## src/rtl/pwr_seq_pkg.sv

```systemverilog
// Shared types for the power-domain sequencer: FSM states, sequence direction
// and a small helper used to size the shared phase/timeout counter.
package pwr_seq_pkg;

  typedef enum logic [2:0] {
    IDLE,
    ISO_ON,
    SAVE,
    SW_OFF,
    SW_ON,
    RESTORE,
    RELEASE
  } state_t;

  typedef enum logic {
    OFF,
    ON
  } dir_t;

  function automatic int max3(input int a, input int b, input int c);
    int m;
    m = a;
    if (b > m) m = b;
    if (c > m) m = c;
    return m;
  endfunction

endpackage

```

## src/rtl/pwr_seq_ctrl_rr_arb.sv

```systemverilog
// N-input round-robin arbiter: grants the first request at or after ptr,
// wrapping around; one-hot grant plus valid flag.
module rr_arb #(
  parameter int N  = 2,
  parameter int IW = (N > 1) ? $clog2(N) : 1
) (
  input  logic [N-1:0]  req,
  input  logic [IW-1:0] ptr,
  output logic [N-1:0]  gnt,
  output logic          valid
);

  localparam int unsigned NU = N;

  always_comb begin
    gnt   = '0;
    valid = 1'b0;
    for (int unsigned k = 0; k < NU; k++) begin : scan
      int unsigned   j;
      logic [IW-1:0] ji;
      j = k + 32'(ptr);
      if (j >= NU) j = j - NU;
      ji = IW'(j);
      if (!valid && req[ji]) begin
        gnt[ji] = 1'b1;
        valid   = 1'b1;
      end
    end
  end

endmodule

```

## src/rtl/pwr_seq_ctrl.sv

```systemverilog
// Power-domain sequencer: services per-domain on/off requests one at a time,
// applying isolate/save/switch-off and switch-on/restore/release orderings.
module pwr_seq_ctrl #(
  parameter int N_DOM       = 2,
  parameter int ISO_DLY     = 2,
  parameter int RET_DLY     = 2,
  parameter int ACK_TIMEOUT = 16
) (
  input  logic             clk,
  input  logic             rst,
  input  logic [N_DOM-1:0] req_off,
  input  logic [N_DOM-1:0] pwr_ack,
  input  logic [N_DOM-1:0] err_clr,
  output logic [N_DOM-1:0] pwr_en,
  output logic [N_DOM-1:0] iso_en,
  output logic [N_DOM-1:0] save,
  output logic [N_DOM-1:0] restore,
  output logic [N_DOM-1:0] dom_rst,
  output logic [N_DOM-1:0] dom_on,
  output logic [N_DOM-1:0] err,
  output logic             busy
);

  import pwr_seq_pkg::*;

  localparam int IW = (N_DOM > 1) ? $clog2(N_DOM) : 1;
  localparam int CW = $clog2(max3(ISO_DLY, RET_DLY, ACK_TIMEOUT) + 1);

  state_t         state;
  dir_t           dir;
  logic [IW-1:0]  ptr;
  logic [IW-1:0]  idx;
  logic [CW-1:0]  cnt;

  logic [N_DOM-1:0] cand;
  logic [N_DOM-1:0] gnt;
  logic             arb_valid;
  logic [IW-1:0]    gnt_idx;
  logic [IW-1:0]    ptr_next;

  // A domain needs service when its request disagrees with its current status.
  always_comb begin
    cand = ~(req_off ^ dom_on) & ~err;
  end

  rr_arb #(
    .N  (N_DOM),
    .IW (IW)
  ) u_arb (
    .req   (cand),
    .ptr   (ptr),
    .gnt   (gnt),
    .valid (arb_valid)
  );

  always_comb begin
    gnt_idx = '0;
    for (int unsigned k = 0; k < N_DOM; k++) begin
      if (gnt[k]) gnt_idx = IW'(k);
    end
    ptr_next = (gnt_idx == IW'(N_DOM - 1)) ? '0 : gnt_idx + 1'b1;
  end

  always_ff @(posedge clk or posedge rst) begin
    if (rst) begin
      state   <= IDLE;
      dir     <= OFF;
      ptr     <= '0;
      idx     <= '0;
      cnt     <= '0;
      pwr_en  <= '1;
      iso_en  <= '0;
      save    <= '0;
      restore <= '0;
      dom_rst <= '0;
      dom_on  <= '1;
      err     <= '0;
      busy    <= 1'b0;
    end else begin
      save    <= '0;
      restore <= '0;
      // Clear first so a coincident timeout assignment below takes priority.
      err     <= err & ~err_clr;

      case (state)
        IDLE: begin
          if (arb_valid) begin
            idx  <= gnt_idx;
            ptr  <= ptr_next;
            cnt  <= '0;
            busy <= 1'b1;
            if (req_off[gnt_idx]) begin
              dir             <= OFF;
              state           <= ISO_ON;
              iso_en[gnt_idx] <= 1'b1;
            end else begin
              dir             <= ON;
              state           <= SW_ON;
              pwr_en[gnt_idx] <= 1'b1;
            end
          end
        end

        ISO_ON: begin
          if (cnt == CW'(ISO_DLY - 1)) begin
            state     <= SAVE;
            cnt       <= '0;
            save[idx] <= 1'b1;
          end else begin
            cnt <= cnt + 1'b1;
          end
        end

        SAVE: begin
          if (cnt == CW'(RET_DLY - 1)) begin
            state       <= SW_OFF;
            cnt         <= '0;
            pwr_en[idx] <= 1'b0;
          end else begin
            cnt <= cnt + 1'b1;
          end
        end

        // Both switch waits share one body; dir selects the expected ack level.
        SW_OFF, SW_ON: begin
          if (pwr_ack[idx] == (dir == ON)) begin
            if (dir == OFF) begin
              dom_rst[idx] <= 1'b1;
              dom_on[idx]  <= 1'b0;
              state        <= IDLE;
              busy         <= 1'b0;
            end else begin
              state        <= RESTORE;
              cnt          <= '0;
              restore[idx] <= 1'b1;
            end
          end else if (cnt == CW'(ACK_TIMEOUT)) begin
            err[idx]     <= 1'b1;
            iso_en[idx]  <= 1'b1;
            dom_rst[idx] <= 1'b1;
            dom_on[idx]  <= 1'b0;
            state        <= IDLE;
            busy         <= 1'b0;
          end else begin
            cnt <= cnt + 1'b1;
          end
        end

        RESTORE: begin
          if (cnt == CW'(RET_DLY - 1)) begin
            state        <= RELEASE;
            cnt          <= '0;
            dom_rst[idx] <= 1'b0;
          end else begin
            cnt <= cnt + 1'b1;
          end
        end

        RELEASE: begin
          if (cnt == CW'(ISO_DLY - 1)) begin
            iso_en[idx] <= 1'b0;
            dom_on[idx] <= 1'b1;
            state       <= IDLE;
            busy        <= 1'b0;
          end else begin
            cnt <= cnt + 1'b1;
          end
        end

        default: begin
          state <= IDLE;
          busy  <= 1'b0;
        end
      endcase
    end
  end

endmodule
```

## config.mk

```make
export PLATFORM = sky130hd
export DESIGN_NAME = pwr_seq_ctrl
export DESIGN_NICKNAME = d
export VERILOG_FILES = /design/src/rtl/pwr_seq_pkg.sv /design/src/rtl/pwr_seq_ctrl_rr_arb.sv /design/src/rtl/pwr_seq_ctrl.sv
export SDC_FILE = /design/constraint.sdc
export NUM_CORES = 1
export LEC_CHECK = 0
export ABC_AREA = 1
export BUFFER_PORTS_ARGS = -buffer_cell sky130_fd_sc_hd__buf_2
export CAP_MARGIN = 5
export CORE_UTILIZATION = 55
export CTS_CLUSTER_SIZE = 30
export DETAILED_ROUTE_END_ITERATION = 7
export GPL_ROUTABILITY_DRIVEN = 0
export PLACE_DENSITY = 0.77
export SYNTH_ARGS = -nofsm -noshare
export SYNTH_HDL_FRONTEND = slang
export SYNTH_SLANG_ARGS = --single-unit
```

## constraint.sdc

```tcl
create_clock -name clk -period 3.25 [get_ports clk]
set_clock_uncertainty 0.15 [all_clocks]
set_input_delay 0.65 -clock clk [delete_from_list [all_inputs] [get_ports clk]]
set_output_delay 0.65 -clock clk [all_outputs]
set_load 0.1 [all_outputs]
```

==> metrics.txt <==
# TYPE chip_impl_metric gauge
chip_impl_info{name="tritoncts",value="built"} 1
chip_impl_metric{name="avgSynthCellArea",unit="µm²"} 7.45
chip_impl_metric{name="met1_length",unit="µm"} 1620
chip_impl_metric{name="io_pins",unit=""} 23
chip_impl_metric{name="period_share",unit="%"} 74.6
chip_impl_metric{name="placed_cells",unit=""} 265
chip_impl_metric{name="timing_max_transition_violations_final",unit=""} 0
chip_impl_metric{name="totalNegativeSetupSlack",unit="ns"} 0
chip_impl_metric{name="area_of_the_core",unit="mm²"} 0.00273
chip_impl_metric{name="drt_pre_antenna_iters",unit=""} 4
chip_impl_metric{name="synth_edf_count",unit=""} 0
chip_impl_metric{name="postCtsResizedCells",unit=""} 0
chip_impl_metric{name="routed_wirelength",unit="µm"} 3280
chip_impl_metric{name="drc",unit=""} 0
chip_impl_metric{name="post_cts_setup_buffers",unit=""} 0
chip_impl_info{name="synth_flop_cell",value="sky130_fd_sc_hd__dfrtp_1"} 1
chip_impl_metric{name="reg2reg_setup_slack",unit="ns"} 0.82
chip_impl_info{name="synth_top_cells_by_area",value="sky130_fd_sc_hd__dfrtp_1, sky130_fd_sc_hd__nand2_1, sky130_fd_sc_hd__nand3_1, sky130_fd_sc_hd__dfstp_2, sky130_fd_sc_hd__inv_1"} 1
chip_impl_metric{name="timing.max_cap.violations",unit=""} 0
chip_impl_metric{name="drt_first_iter_violations",unit=""} 58
chip_impl_metric{name="worst-endpoint-required",unit="ns"} 3.33
chip_impl_metric{name="place_area",unit="mm²"} 0.00173
chip_impl_info{name="unrepaired_setup_endpoints_after_global_routing",value="false"} 1
chip_impl_metric{name="grt_max_degree",unit=""} 27
chip_impl_metric{name="setup_violations",unit=""} 0
chip_impl_info{name="run_status",value="completed"} 1
chip_impl_metric{name="timing.critical_path.slowest_cell_delay",unit="ns"} 0.52
chip_impl_metric{name="dp_worst_setup_slack",unit="ns"} 0.791
chip_impl_metric{name="die_width",unit="µm"} 55.7
chip_impl_metric{name="met3_length",unit="µm"} 134
chip_impl_info{name="critical_path.cell_chain",value="inv_1 > or2_2 > o21ai_0 > ha_1 > nand3_1 > a21oi_1 > nor2_4 > inv_2 > nand2_1 > o21ai_1"} 1
chip_impl_metric{name="synth_top_cell_area_share",unit="%"} 34.7
chip_impl_metric{name="antenna_violating_nets_post_route",unit=""} 0
chip_impl_metric{name="cts.hold.buffers_added",unit=""} 0
chip_impl_metric{name="fin_cells",unit=""} 269
chip_impl_metric{name="globalRoute.totalOverflow",unit=""} 0
chip_impl_metric{name="grt_use_total",unit="%"} 22.4
chip_impl_metric{name="std_cell_rows",unit=""} 19
chip_impl_metric{name="grt_pass1_vias",unit=""} 1281
chip_impl_info{name="synth.most_common_cell",value="sky130_fd_sc_hd__nand2_1"} 1
chip_impl_metric{name="dp.final_hpwl",unit="µm"} 2560
chip_impl_metric{name="synth_warnings",unit=""} 0
chip_impl_metric{name="synth.net_count",unit=""} 226
chip_impl_info{name="hold-path-endpoint",value="err[1]$_DFF_PP0_"} 1
chip_impl_info{name="cts_root_buffer",value="sky130_fd_sc_hd__clkbuf_4"} 1
chip_impl_metric{name="max_clock_freq",unit="MHz"} 412
chip_impl_info{name="crit-reg2reg-capture",value="cnt[2]$_DFFE_PP0P_"} 1
chip_impl_metric{name="syn2layout_area_growth",unit="%"} 11.4
chip_impl_metric{name="dr_total_vias",unit=""} 1411
chip_impl_metric{name="met2_length",unit="µm"} 1500
chip_impl_metric{name="crit_path_max_fanout",unit=""} 8
chip_impl_info{name="setup.worst_path.class",value="register to register"} 1
chip_impl_metric{name="syn_inst",unit=""} 213
chip_impl_metric{name="fin_area",unit="mm²"} 0.00177
chip_impl_metric{name="layout.nets",unit=""} 252
chip_impl_metric{name="postLayoutSetupSlackWorst",unit="ns"} 0.824
chip_impl_metric{name="die_y",unit="µm"} 55.7
chip_impl_info{name="timing.critical_path.slowest_stage_cell",value="sky130_fd_sc_hd__dfrtp_1"} 1
chip_impl_metric{name="post_route_cells_drive_above_1_share",unit="%"} 23.9
chip_impl_metric{name="cts.sinks",unit=""} 26
chip_impl_info{name="synth.largest_area_cell",value="sky130_fd_sc_hd__dfrtp_1"} 1
chip_impl_metric{name="wl_per_cell",unit="µm"} 12.2
chip_impl_metric{name="async_reset_ff_share",unit="%"} 100
chip_impl_metric{name="portBuffers",unit=""} 22
chip_impl_metric{name="timing_hold_violations_final",unit=""} 0
chip_impl_metric{name="r2r_cells",unit=""} 10
chip_impl_metric{name="n_antenna_cell",unit=""} 0
chip_impl_info{name="timing.hold.worst.class",value="input port to register"} 1
chip_impl_info{name="hp-start",value="err_clr[1]"} 1
chip_impl_metric{name="timing_worst_slew_pin_value",unit="ns"} 0.920
chip_impl_metric{name="synth.cell_area",unit="mm²"} 0.00159
chip_impl_metric{name="drt-vias-per-instance",unit=""} 5.25
chip_impl_metric{name="initial_antenna_violation_count",unit=""} 0
chip_impl_metric{name="htreeDepth",unit=""} 1
chip_impl_metric{name="critPathArrivalTime",unit="ns"} 2.50
chip_impl_info{name="critical_path.endpoint_type",value="register"} 1
chip_impl_metric{name="clock_latency_on_the_worst_skew_pair",unit="ns"} 0.32
chip_impl_info{name="rr_startpoint",value="idx$_DFFE_PP0P_"} 1
chip_impl_info{name="startpoint_type",value="register"} 1
chip_impl_metric{name="slew_headroom",unit="%"} 38.6
chip_impl_metric{name="starting_density",unit="%"} 58.0
chip_impl_metric{name="num-fill-cells",unit=""} 251
chip_impl_metric{name="die_area",unit="mm²"} 0.00310
chip_impl_info{name="netlist_top_cells_count",value="sky130_fd_sc_hd__nand2_1, sky130_fd_sc_hd__inv_1, sky130_fd_sc_hd__dfrtp_1, sky130_fd_sc_hd__nand3_1, sky130_fd_sc_hd__o21ai_0"} 1
chip_impl_metric{name="tritoncts.num_buffers",unit=""} 3
chip_impl_info{name="top_layer_used",value="met4"} 1
chip_impl_metric{name="min_path_cells",unit=""} 2
chip_impl_metric{name="cts_max_path_buffers",unit=""} 2
chip_impl_metric{name="synth_seq_area_share",unit="%"} 41.3
chip_impl_metric{name="final.min_clock_period",unit="ns"} 2.43
chip_impl_metric{name="synth.lib_cells_used.distinct",unit=""} 28
chip_impl_metric{name="clk_pin_slew",unit="ns"} 0.14
chip_impl_metric{name="grt_first_pass_wirelength",unit="µm"} 5510
chip_impl_metric{name="synth.ff_latch_count",unit=""} 26
[cell usage in the layout (no fill, tap or decap)]
cell | Yosys | layout
sky130_fd_sc_hd__o21ai_1 | 6 | 6
sky130_fd_sc_hd__clkbuf_8 | 0 | 1
sky130_fd_sc_hd__nand3_1 | 22 | 22
sky130_fd_sc_hd__xor2_1 | 1 | 1
sky130_fd_sc_hd__nand4_1 | 2 | 2
sky130_fd_sc_hd__nor2_4 | 1 | 1
sky130_fd_sc_hd__clkinv_1 | 1 | 1
sky130_fd_sc_hd__a21oi_1 | 4 | 4
sky130_fd_sc_hd__nand3_2 | 4 | 4
sky130_fd_sc_hd__clkbuf_4 | 0 | 3
sky130_fd_sc_hd__o21bai_1 | 1 | 1
sky130_fd_sc_hd__or2_2 | 2 | 2
sky130_fd_sc_hd__o22ai_1 | 2 | 2
sky130_fd_sc_hd__dfstp_2 | 4 | 4
sky130_fd_sc_hd__nor2_2 | 4 | 4
sky130_fd_sc_hd__nand2_1 | 59 | 59
sky130_fd_sc_hd__inv_1 | 24 | 24
sky130_fd_sc_hd__a21oi_4 | 1 | 1
sky130_fd_sc_hd__nand2_4 | 1 | 1
sky130_fd_sc_hd__inv_2 | 8 | 8
sky130_fd_sc_hd__nor2_1 | 11 | 11
sky130_fd_sc_hd__dfrtp_1 | 22 | 22
sky130_fd_sc_hd__buf_2 | 0 | 22
sky130_fd_sc_hd__ha_1 | 5 | 5
sky130_fd_sc_hd__xnor2_1 | 1 | 1
sky130_fd_sc_hd__nand2_2 | 5 | 5
sky130_fd_sc_hd__nand3_4 | 1 | 1
sky130_fd_sc_hd__nor3_1 | 4 | 4
sky130_fd_sc_hd__o21ai_0 | 15 | 15
sky130_fd_sc_hd__a31oi_1 | 1 | 1
[area by class of cell]
class	count	area, µm²	area share, %
multi-input combinational	153	802	45.4
timing repair buffer	22	110	6.23
sequential	26	656	37.1
inverter	33	124	7.01
clock buffer	4	36.3	2.05
tap	31	38.8	2.20
[how the worst max path moves through the flow]
| stage | start | to | slack (ns) | depth (start not counted) |
|---|---|---|---|---|
| floorplan | pwr_ack[1] | cnt[2]$_DFFE_PP0P_ | 1.09 | 9 |
| global placement | pwr_ack[1] | cnt[2]$_DFFE_PP0P_ | 0.87 | 10 |
| detailed placement | pwr_ack[1] | cnt[2]$_DFFE_PP0P_ | 0.79 | 10 |
| CTS | idx$_DFFE_PP0P_ | cnt[2]$_DFFE_PP0P_ | 0.84 | 10 |
| global route | idx$_DFFE_PP0P_ | cnt[2]$_DFFE_PP0P_ | 0.65 | 10 |
| finish | idx$_DFFE_PP0P_ | cnt[2]$_DFFE_PP0P_ | 0.82 | 10 |
[per-stage QoR]
step,hold WS (ns),utilization (%)
after floorplan,0.346,-
after global placement,0.317,63.3
after detailed placement,0.334,63.3
after CTS,0.346,64.6
after global routing,0.336,64.6
final,0.347,64.6
[critical path: cells and delay by family, from the launching register on]
kind | cells | cell delay [ns]
AOI/OAI and AO/OA | 3 | 0.30
adders and majority gates | 1 | 0.33
buffers and inverters | 2 | 0.27
DFF | 1 | 0.52
and+or+nand+nor | 4 | 0.75
[routing by layer]
metal	global-route usage, %	up-vias
met5	0	-
met1	30.9	639
met2	35.8	37
met3	3.26	5
li1	-	730
met4	8.21	0
[cells by family after synthesis]
group / Yosys count / synth area share, %
simple gates: 116 / 34.9
buf+inv: 34 / 8.12
compound gates: 30 / 10.6
flops: 26 / 41.3
fa+ha+maj: 5 / 3.94
xor+xnor: 2 / 1.10
Power is not shown: default switching activity piles up to over one toggle a cycle in this logic, so the estimate is an artifact.
